`src/rtl/rnd_pkg.sv`:
```
// Shared types and constants for the significand rounder: rounding-mode
// encoding, LSB positions per precision, and the per-stage payloads.
package rnd_pkg;

   typedef enum logic [1:0] {
      RNE = 2'b00,
      RZ  = 2'b01,
      RU  = 2'b10,
      RD  = 2'b11
   } rm_t;

   localparam int SIGW   = 53;
   localparam int SGW    = 24;
   localparam int LSB_DB = 3;
   localparam int LSB_SG = 32;

   // Single-precision significands sit in sig[SGW-1:0] at stage 1.
   typedef struct packed {
      logic            inc;
      logic [SIGW-1:0] sig;
      logic            inexact;
      logic            sign;
      logic            db;
   } s1_t;

   typedef struct packed {
      logic [SIGW-1:0] f3;
      logic            sigovf;
      logic            inexact;
      logic            sign;
      logic            db;
   } s2_t;

endpackage

```
`src/rtl/rnd_decide.sv`:
```
// Round-up decision: picks L/r/s for the active precision and applies the
// rounding mode. Purely combinational.
module rnd_decide
   import rnd_pkg::*;
(
   input  logic [55:0] fn,
   input  logic        db,
   input  logic        sign,
   input  logic [1:0]  rm,
   output logic        inc,
   output logic        inexact
);

   logic lsb;
   logic rbit;
   logic sbit;

   always_comb begin
      if (db) begin
         lsb  = fn[LSB_DB];
         rbit = fn[LSB_DB-1];
         sbit = |fn[LSB_DB-2:0];
      end else begin
         lsb  = fn[LSB_SG];
         rbit = fn[LSB_SG-1];
         sbit = |fn[LSB_SG-2:0];
      end

      inexact = rbit | sbit;

      case (rm_t'(rm))
         RNE:     inc = rbit & (lsb | sbit);
         RZ:      inc = 1'b0;
         RU:      inc = ~sign & inexact;
         RD:      inc = sign & inexact;
         default: inc = 1'b0;
      endcase
   end

endmodule

```
`src/rtl/sigrnd_pipe.sv`:
```
// Two-stage significand rounder with valid/ready on both sides. Stage 1
// registers the round decision, stage 2 the incremented significand.
module sigrnd_pipe
   import rnd_pkg::*;
#(
   parameter int EW = 11
)(
   input  logic          clk,
   input  logic          rst_n,
   input  logic          in_valid,
   output logic          in_ready,
   input  logic [EW-1:0] e2,
   input  logic [55:0]   fn,
   input  logic          sign,
   input  logic          db,
   input  logic [1:0]    rm,
   output logic          out_valid,
   input  logic          out_ready,
   output logic [EW-1:0] e2_o,
   output logic [52:0]   f3,
   output logic          sigovf,
   output logic          inexact,
   output logic          db_o,
   output logic          sign_o
);

   logic            inc_p0;
   logic            inexact_p0;
   logic [SIGW-1:0] sig_p0;
   logic            acc_p0;

   logic            vld_p1;
   s1_t             pay_p1;
   logic [EW-1:0]   e2_p1;
   s2_t             rnd_p1;

   logic            vld_p2;
   s2_t             pay_p2;
   logic [EW-1:0]   e2_p2;
   logic            adv_p2;

   // An overflowing carry leaves only the hidden bit set, so f3 becomes 1.000...
   function automatic s2_t round_sig(input s1_t s);
      logic [SIGW:0] sum_d;
      logic [SGW:0]  sum_s;
      s2_t           r;
      sum_d     = {1'b0, s.sig} + {{SIGW{1'b0}}, s.inc};
      sum_s     = {1'b0, s.sig[SGW-1:0]} + {{SGW{1'b0}}, s.inc};
      r.inexact = s.inexact;
      r.sign    = s.sign;
      r.db      = s.db;
      if (s.db) begin
         r.sigovf = sum_d[SIGW];
         r.f3     = sum_d[SIGW] ? {1'b1, {(SIGW-1){1'b0}}} : sum_d[SIGW-1:0];
      end else begin
         r.sigovf = sum_s[SGW];
         r.f3     = {(sum_s[SGW] ? {1'b1, {(SGW-1){1'b0}}} : sum_s[SGW-1:0]),
                     {(SIGW-SGW){1'b0}}};
      end
      return r;
   endfunction

   rnd_decide u_decide (
      .fn      (fn),
      .db      (db),
      .sign    (sign),
      .rm      (rm),
      .inc     (inc_p0),
      .inexact (inexact_p0)
   );

   assign sig_p0   = db ? fn[55:LSB_DB] : {{(SIGW-SGW){1'b0}}, fn[55:LSB_SG]};
   assign adv_p2   = !vld_p2 | out_ready;
   assign in_ready = !vld_p1 | adv_p2;
   assign acc_p0   = in_valid & in_ready;

   // ---- stage 1: capture operand and round decision ----
   always_ff @(posedge clk or negedge rst_n) begin
      if (!rst_n) begin
         vld_p1 <= 1'b0;
         pay_p1 <= '0;
         e2_p1  <= '0;
      end else begin
         if (in_ready) vld_p1 <= in_valid;
         if (acc_p0) begin
            pay_p1 <= '{inc: inc_p0, sig: sig_p0, inexact: inexact_p0,
                        sign: sign, db: db};
            e2_p1  <= e2;
         end
      end
   end

   always_comb rnd_p1 = round_sig(pay_p1);

   // ---- stage 2: rounded result, held while downstream stalls ----
   always_ff @(posedge clk or negedge rst_n) begin
      if (!rst_n) begin
         vld_p2 <= 1'b0;
         pay_p2 <= '0;
         e2_p2  <= '0;
      end else if (adv_p2) begin
         vld_p2 <= vld_p1;
         if (vld_p1) begin
            pay_p2 <= rnd_p1;
            e2_p2  <= e2_p1;
         end
      end
   end

   assign out_valid = vld_p2;
   assign e2_o      = e2_p2;
   assign f3        = pay_p2.f3;
   assign sigovf    = pay_p2.sigovf;
   assign inexact   = pay_p2.inexact;
   assign db_o      = pay_p2.db;
   assign sign_o    = pay_p2.sign;

endmodule

```
`config.mk`:
```
export PLATFORM = sky130hd
export DESIGN_NAME = sigrnd_pipe
export DESIGN_NICKNAME = d
export VERILOG_FILES = /design/src/rtl/rnd_pkg.sv /design/src/rtl/rnd_decide.sv /design/src/rtl/sigrnd_pipe.sv
export SDC_FILE = /design/constraint.sdc
export NUM_CORES = 1
export LEC_CHECK = 0
export ABC_CLOCK_PERIOD_IN_PS = 3350
export BUFFER_PORTS_ARGS = -buffer_cell sky130_fd_sc_hd__buf_2
export CAP_MARGIN = 20
export CORE_MARGIN = 4
export CORE_UTILIZATION = 30
export CTS_BUF_LIST = sky130_fd_sc_hd__clkbuf_16
export DETAILED_ROUTE_END_ITERATION = 10
export SLEW_MARGIN = 40
export SYNTH_ARGS = -nofsm -noshare
export SYNTH_HDL_FRONTEND = slang
export SYNTH_SLANG_ARGS = --single-unit
export TNS_END_PERCENT = 1
```
`constraint.sdc`:
```
create_clock -name clk -period 3.35 [get_ports clk]
set_input_delay 0.1675 -clock clk [delete_from_list [all_inputs] [get_ports clk]]
set_output_delay 0.1675 -clock clk [all_outputs]
set_load 0.02 [all_outputs]
```
# Yosys cells after proc, flatten, opt, wreduce, memory -nomap -nowiden
# Cells that the tools add are included.
# word_totals
reg_bits	138
latchBits	0
ramBits	0
rom_bits	0
inputBits	75
out_inout_bits	70
word_cells	42
memories	0
# op_classes
n_addsub	2
multipliers	0
n_div	0
order_cmp	0
eq_ne	3
shift	0
mux	8
bitwise_logic	9
reduce_logical	6
# ops
operator	count
53-bit 2-to-1 mux	2
53-bit by 1-bit adder with 54-bit output	1
54-bit 2-to-1 mux	1
31-bit OR reduction	1
24-bit by 1-bit adder with 25-bit output	1
24-bit 2-to-1 mux	1
1-bit AND	4
2-bit == test (second input constant)	2
1-bit OR	4
1-bit case mux with 4 select lines	1
1-bit 2-to-1 mux	3
2-bit by 1-bit == test with 1-bit output (second input constant)	1
1-bit zero test	2
2-bit zero test	1
2-bit AND reduction	1
2-bit OR reduction	1
1-bit NOT	1

# Logic depth before layout (Yosys ltp)
# Gate-level depths: netlist of the first run.
# depth
word_depth	5
mapped_depth	10
ltp_nobuf	8

# Cells and area by module
# From an unflattened synthesis of the first run, not the netlist that was laid out.
# hier_totals
hier_cells	720
area_unflattened_um2	6844.1
# modules_own_cells
mod	n_inst	cells_each	area_per_inst_um2	seq_area_each_um2
sigrnd_pipe	1	696	6676.4	3453.3
rnd_decide	1	24	167.7	0.0

# Worst setup path after synthesis of the first run
# Ideal clock, no wire load.
# synth_timing
path_kind	register to register
startpoint	reg pay_p1[12] in the netlist's numbering
endpoint	reg pay_p2 (netlist bit f3[29])
setup_time_ns	0.127
t_arrival_ns	2.301
required_ns	3.223
path_slack_ns	0.923
path_stages_with_launch	10
path_buffers	3
period_less_slack_ns	2.427
cell_sequence	dfrtp_1 -> nand4_1 -> or4b_1 -> buf_2 -> or2_1 -> buf_6 -> nor4_4 -> or2b_4 -> buf_12 -> o22ai_2
# synth_between
elab_chain_cells	3
elab_cells_between_ends	5
cone_classes	add/sub (2); mux (3)
# synth_rtl
item	line_no	text
from (decl)	sigrnd_pipe.sv:33	s1_t pay_p1;
from (signal assigned)	sigrnd_pipe.sv:86	pay_p1 <= '{inc: inc_p0, sig: sig_p0, inexact: inexact_p0,
53-bit by 1-bit adder with 54-bit output or 24-bit by 1-bit adder with 25-bit output (tied branches)	sigrnd_pipe.sv:47, sigrnd_pipe.sv:48	
53-bit 2-to-1 mux or 24-bit 2-to-1 mux (tied branches)	sigrnd_pipe.sv:54, sigrnd_pipe.sv:57	
54-bit 2-to-1 mux *	sigrnd_pipe.sv:52	if (s.db) begin
to (signal assigned)	sigrnd_pipe.sv:104	pay_p2 <= rnd_p1;
to (decl)	sigrnd_pipe.sv:38	s2_t pay_p2;
# Every way passes the cells marked *; elsewhere a longest branch is shown, timed or not.
# A chain may end at the register's enable or synchronous reset.

# Worst setup path in the final report of the first run
# layout_timing
startpoint	reg pay_p1[12] in the netlist's numbering
endpoint	reg pay_p2 (netlist bit f3[48])
# The elaborated chain is that of the path after synthesis.

==> flow_summary.ini, run 1 <==
[timing]
rel_slew_slack_pct = 52.50
period_minus_slack_ns = 2.805
final.period_utilization_pct = 83.73
timing.final.ws_setup_ns = 0.5449
timing.clock.skew_ns = 0.007453
achievable-frequency_ghz = 0.3565
grt_setup_unrepaired = no
timing.final.setup_violations = 0
report.final.slew_viol_count = 0
worst_slew_pin_slew_ns = 0.7124
report.final.hold_viol_count = 0
setup-tns-final_ns = 0

[yosys]
post-synth-top-area-fraction_pct = 49.60
ys.flop_type = dfrtp_1
synth-async-reset-ratio_pct = 100.0
ys.warnings.count = 0
synth.top_cells.by_area = dfrtp_1 50%, nand2_1 10%, o21ai_0 5.3%
synth.net_count = 822
syn-mean-instance-area_um2 = 9.346
synth_top_area_cell = dfrtp_1
synthesis.instances = 745
yosys.cell_types.count = 54
synth.cell_area_um2 = 6963
sequential_cell_area_fraction_in_the_yosys_report_pct = 49.60
number_of_enable_type_register_cells_in_the_synthesized_netlist = 0
synth-seq-cells = 138

[clock_tree]
maximum_number_of_buffers_from_clock_root_to_sink = 2
cts_setup_buffers = 0
clkSlewWorstSetupHoldPaths_ns = 0.06
clock_sinks = 138
ctsHtreeMaxLevel = 4
numCtsBuffers = 17
cts_root_buf = clkbuf_16
insertion_delay_ns = 0.43
clock_tree_from_tritoncts = yes

[detailed_routing]
drtIter0Drc = 497
routed_wire_length_per_instance_um = 17.50
drc_errors = 0
route.antenna.remaining_nets = 0
met1Wirelength_um = 10900
dr.max_layer_used = met4
vias_per_cell = 4.987
routed_vias = 5970
drt_pass1_iterations = 5
wl_um = 20950
detailroute.wirelength.met2_um = 8490
met3WireLength_um = 1240

[cells_and_area]
design_area_um2 = 8882
layout.cells.most_common = nand2_1
insertedDiodeCount = 0
area_growth_pct = 27.57
final_layout_size_suffix_gt1_share_pct = 23.79
fin_cells = 1197
nNetsFinal = 977
finalCoreUtilization_pct = 39.11
mostFrequentLayoutCells = 183 x nand2_1, 143 x buf_2, 138 x dfrtp_1, 74 x o21ai_0, 33 x xor2_1

[placed_design]
dp_worst_setup_slack_ns = 0.5561
port_buffers = 144
placedInstanceArea_um2 = 7961
dp_cells = 1141
gp_congestion = 0.8504
hpwlAfterDp_um = 16080

[grt]
grt_use_total_pct = 16.33
overflow = 0
grt_antenna_before_repair = 0
grt_start_max_net_pins = 99
grt_first_pass_wirelength_um = 32870
grt_pass1_vias = 5657

[setup_path]
crit_family = simple AND/OR/NAND/NOR gates
rr_worst_depth = 6
worst_setup_path_start_kind = register
kind_of_end_point_of_the_critical_path = register
critical_path_class = register to register
reg2reg_slack_ns = 0.54
timing.rr.end = f3[48]
max_stage_delay_ns = 0.72
cp.required_ns = 3.63
timing.critical_path.cells = nand4_1 -> or4b_1 -> or2_1 -> nor4_4 -> or2b_4 -> o221ai_1
regToRegStartpoint = pay_p1[12]
worstPathArrival_ns = 3.09
critical-path-slowest-cell = or4b_1
worst-path-max-fanout = 17
timing.critical_path.buf_inv = 0

[power]
p_sw_w = 0.001724
power.leakage_nw = 4.050
seq_power_share_pct = 40.2
peakVddDrop_uv = 341.0
power_per_cell_area_nw_per_um2 = 617.7
sw_frac_of_total_pct = 31.42
share_clk_of_total_power_pct = 38.1
combPwrFrac_pct = 21.7
p_int_w = 0.003763

[die]
core-area_um2 = 22710
start_util_pct = 30.66
die_height_um = 160.3
design.die.area_um2 = 25710
std_cell_rows = 55
io_pins = 145
die-width_um = 160.3

[min_path]
hold_path_depth = 3
min_from = fn[32]
worstHoldEndpoint = pay_p1[32]
type_of_the_tightest_min_delay_check = input port to register

[flow_run]
max-cap-violations = 0

[outcome]
run_status = finished clean
metal layers:
metal  GRT usage, %  up-vias
met5              0        -
met4          4.889        0
met3          3.156       19
met2          22.56      200
met1          25.60     2841
li1               -     2910
flip-flops by register name, indices dropped and copies added, names as in the netlist:
signal     flops
e2_p1         11
sigovf         1
vld_p1         1
e2_o          11
inexact        1
f3            53
out_valid      1
db_o           1
sign_o         1
pay_p1        57
through the flow:
stage          hold WS, ns  power, W
3_3_place_gp        0.3017  0.003376
6_report          0.007356  0.005487
5_1_grt            0.02288  0.005746
3_5_place_dp        0.2617  0.003403
2_1_floorplan      -0.1281  0.002874
4_1_cts           0.001827  0.005525
power by group through the flow:
stage | sequential (W) | clock [W] | combinational [W]
global placement | 0.00222 | 0 | 0.00116
finish | 0.00221 | 0.00209 | 0.00119
detailed placement | 0.00223 | 0 | 0.00117
CTS | 0.00220 | 0.00212 | 0.00120
floorplan | 0.00237 | 0 | 0.000505
global route | 0.00225 | 0.00219 | 0.00131
cells in the mapped netlist, drive strengths merged, types with 2 or more instances:
cell and n:
a21oi 14, a221o 4, a22o 2, a22oi 5, a31oi 2, and2 4
and3 9, and4 7, buf 8, clkbuf 38, dfrtp 138, ha 2
inv 5, mux2 13, mux2i 26, nand2 185, nand2b 4, nand3 26
nand4 22, nor2 34, nor3 14, nor3b 2, nor4 13, o21ai 75
o22ai 10, o2bb2ai 2, o31ai 14, or4 2, xnor2 18, xor2 33
cell type report:
class / count / area [um2]
repair buffers: 182 / 1109
flip-flops and latches: 138 / 3453
clock buffers: 17 / 425.4
well taps: 285 / 356.6
clock inverters: 14 / 227.7
fillers: 2272 / 13830
inverters: 5 / 18.77
multi-input cells: 556 / 3292
cell families after synthesis:
kind of cell / Yosys count / synth area share, %
buffers and inverters: 51 / 3.270
DFF: 138 / 49.60
xor gates and xnor gates: 51 / 6.415
muxes: 39 / 5.840
AOI/OAI and AO/OA: 134 / 12.38
and+or+nand+nor: 330 / 22.14
adders and majority gates: 2 / 0.3593
worst reg2reg max path, stage by stage, from the launching register on:
cell	delay, ns
dfrtp_1	0.45
nand4_1	0.23
or4b_1	0.72
or2_1	0.41
nor4_4	0.35
or2b_4	0.33
o221ai_1	0.17
worst max-delay path by stage:
stage,startpoint,depth (start not counted),end
after floorplan,pay_p1[12],9,f3[29]
after global placement,pay_p1[12],6,f3[48]
after detailed placement,pay_p1[12],6,f3[48]
after CTS,pay_p1[12],6,f3[48]
after global routing,pay_p1[12],6,f3[48]
final,pay_p1[12],6,f3[48]
timing repair:
item                                    CTS  global route
endpoints found under the hold margin   119             0
gates resized for setup                   0             0
endpoints found under the setup margin    0             0
hold buffers                             24             0
Note: power is estimated with default switching activity, not from simulation.
==> run 2, diff against run 1 <==
--- a/config.mk
+++ b/config.mk
@@ -5,7 +5,7 @@
 export SDC_FILE = /design/constraint.sdc
 export NUM_CORES = 1
 export LEC_CHECK = 0
-export ABC_CLOCK_PERIOD_IN_PS = 3350
+export ABC_CLOCK_PERIOD_IN_PS = 2300
 export BUFFER_PORTS_ARGS = -buffer_cell sky130_fd_sc_hd__buf_2
 export CAP_MARGIN = 20
 export CORE_MARGIN = 4
==> constraint.sdc (replaced) <==
create_clock -name clk -period 2.3 [get_ports clk]
set_input_delay 0.115 -clock clk [delete_from_list [all_inputs] [get_ports clk]]
set_output_delay 0.115 -clock clk [all_outputs]
set_load 0.02 [all_outputs]
==> run 2 against run 1 <==
Utilization grew 3.2 points. Critical path depth rose by 2. Worst setup slack got worse by 0.54 ns. Sequential cell count unchanged. Routed wire length is 6.2% higher. Total power grew 42%. Non-clock buffer count grew 88. Combinational power rose by 71%. Worst hold slack gained 0.0051 ns. Sequential share of layout area fell by 2.9 points. Cell area is 8.1% higher. Critical path type unchanged. Largest cell class unchanged. Highest routed layer unchanged.
==> flow_summary.ini, run 2 (synthesized netlist as in run 1, its figures left out) <==
[cells_and_area]
nNetsFinal = 1065
mostFrequentLayoutCells = 183 x nand2_1, 143 x buf_2, 136 x dfrtp_1, 73 x o21ai_0, 71 x buf_4
footprint_of_the_multi_input_gates_um2 = 3361
largest_register_ffs = 57
most_flops_register = pay_p1
fillCellCount = 2268
layout.cells.most_common = nand2_1
insertedDiodeCount = 0
final_layout_size_suffix_gt1_share_pct = 29.67
register_area_um2 = 3456
area_growth_pct = 37.93

[grt]
grt_start_max_net_pins = 65
grt_use_total_pct = 17.65
grt_antenna_before_repair = 0
grt_pass1_vias = 6312
overflow = 0
grt_first_pass_wirelength_um = 35800

[detailed_routing]
wl_um = 22260
vias_per_cell = 4.886
drt_pass1_iterations = 5
drtIter0Drc = 450
routed_vias = 6283
routed_wire_length_per_instance_um = 17.31
drc_errors = 0
route.antenna.remaining_nets = 0

[setup_path]
kind_of_end_point_of_the_critical_path = register
crit_family = simple AND/OR/NAND/NOR gates
cp.depth = 8
rr_worst_depth = 8
worst_setup_path_start_kind = register
worst-path-max-fanout = 6
timing.critical_path.buf_inv = 3
timing.critical_path.cells = buf_4 -> inv_1 -> or4_1 -> nor4_2 -> buf_4 -> or4bb_1 -> xor2_1 -> o22ai_1
critical-path-slowest-cell = or4_1
cp.required_ns = 2.66
reg2reg_slack_ns = 0.009
critical_path_class = register to register
critical_path.most_common_cell = buf_4
max_stage_delay_ns = 0.57
worstPathArrival_ns = 2.65

[timing]
report.final.slew_viol_count = 0
timing.clock.skew_ns = 0.007222
period_minus_slack_ns = 2.291
timing.final.setup_violations = 0
worst_slew_pin_slew_ns = 0.4907
grt_setup_unrepaired = yes
final.period_utilization_pct = 99.62
report.final.hold_viol_count = 0
timing.final.ws_setup_ns = 0.008831
rel_slew_slack_pct = 67.28
achievable-frequency_ghz = 0.4365

[placed_design]
hpwlAfterDp_um = 16920
gp_congestion = 0.8905
dp_worst_setup_slack_ns = -0.03653
port_buffers = 144

[flow_run]
max-cap-violations = 0

[clock_tree]
maximum_number_of_buffers_from_clock_root_to_sink = 2
clock_tree_from_tritoncts = yes
insertion_delay_ns = 0.44
clock_sinks = 138
clkSlewWorstSetupHoldPaths_ns = 0.06
cts_root_buf = clkbuf_16
ctsHtreeMaxLevel = 4
numCtsBuffers = 17

[min_path]
hold_path_depth = 3
type_of_the_tightest_min_delay_check = input port to register

[die]
std_cell_rows = 55
start_util_pct = 30.66
design.die.area_um2 = 25710
die-width_um = 160.3
core-area_um2 = 22710
die_height_um = 160.3
io_pins = 145

[power]
total_power_w = 0.007769
power_per_cell_area_nw_per_um2 = 808.9
peakVddDrop_uv = 512.3
power.leakage_nw = 4.432

[outcome]
run_status = finished clean
[run 2: changes by cell type in the layout (fill, tap and decap cells not counted), moves of 4 or more]
cell	delta
buf_4	+59
bufinv_16	-6
nor4_2	+4
inv_8	+4
dlygate4sd3_1	+25
nor4_1	-4
[run 2: worst min-delay path: stages]
cell,delay (ns)
buf_2,0.09
mux2i_1,0.08
o21ai_0,0.13
[run 2: power breakdown]
part	total [W]	switching (W)	internal (W)	leakage, nW
Combinational	0.00203	0.00122	0.000810	2.43
Clock	0.00262	0.00120	0.00142	0.269
Sequential	0.00313	0.000291	0.00284	1.73
Total	0.00777	0.00270	0.00506	4.43
[run 2: through the flow]
step	setup TNS (ns)	cells	hold WS, ns	cell area, um2	utilization, %
floorplan	-0.8182	745	-0.1806	6969	-
global placement	0	1199	-0.002288	8434	37.14
detailed placement	-0.05498	1199	0.0008448	8434	37.14
CTS	0	1285	0.003126	9527	41.95
global route	-0.1453	1286	0.02290	9604	42.29
finish	0	1286	0.01247	9604	42.29
[run 2: what timing repair did]
item / 4_1_cts / 5_1_grt
hold buffers: 49 / 0
pin swaps: 0 / 4
endpoints found under the setup margin: 9 / 31
resized for setup: 3 / 14
hold endpoints to repair: 189 / 0
setup buffers: 5 / 1
[run 2: cell type report]
type	instances	area share, %
clock buffer	17	4.429
clock inverter	15	1.394
inverter	5	0.1954
multi-input combinational	556	34.99
sequential	138	35.98
tap	285	3.713
timing repair buffer	270	19.29
[run 2: per-layer routing]
layer	wire length, um	part of all wire, %	track usage [%]	up-vias
li1	-	-	-	3089
met3	1704	7.7	4.337	22
met4	311	1.4	4.145	0
met5	0	0	0	-
met2	9565	43	25.93	228
met1	10680	48	26.22	2944
[run 2: worst paths after layout]
check / start / to
hold reg to reg: e2_p1[9] / e2_o[9]
setup / recovery: pay_p1[11] / f3[52]
max in group asynchronous: rst_n / pay_p1[8]
setup reg to reg: pay_p1[11] / f3[52]
hold / removal: fn[5] / pay_p1[5]
min in group asynchronous: rst_n / e2_o[10]
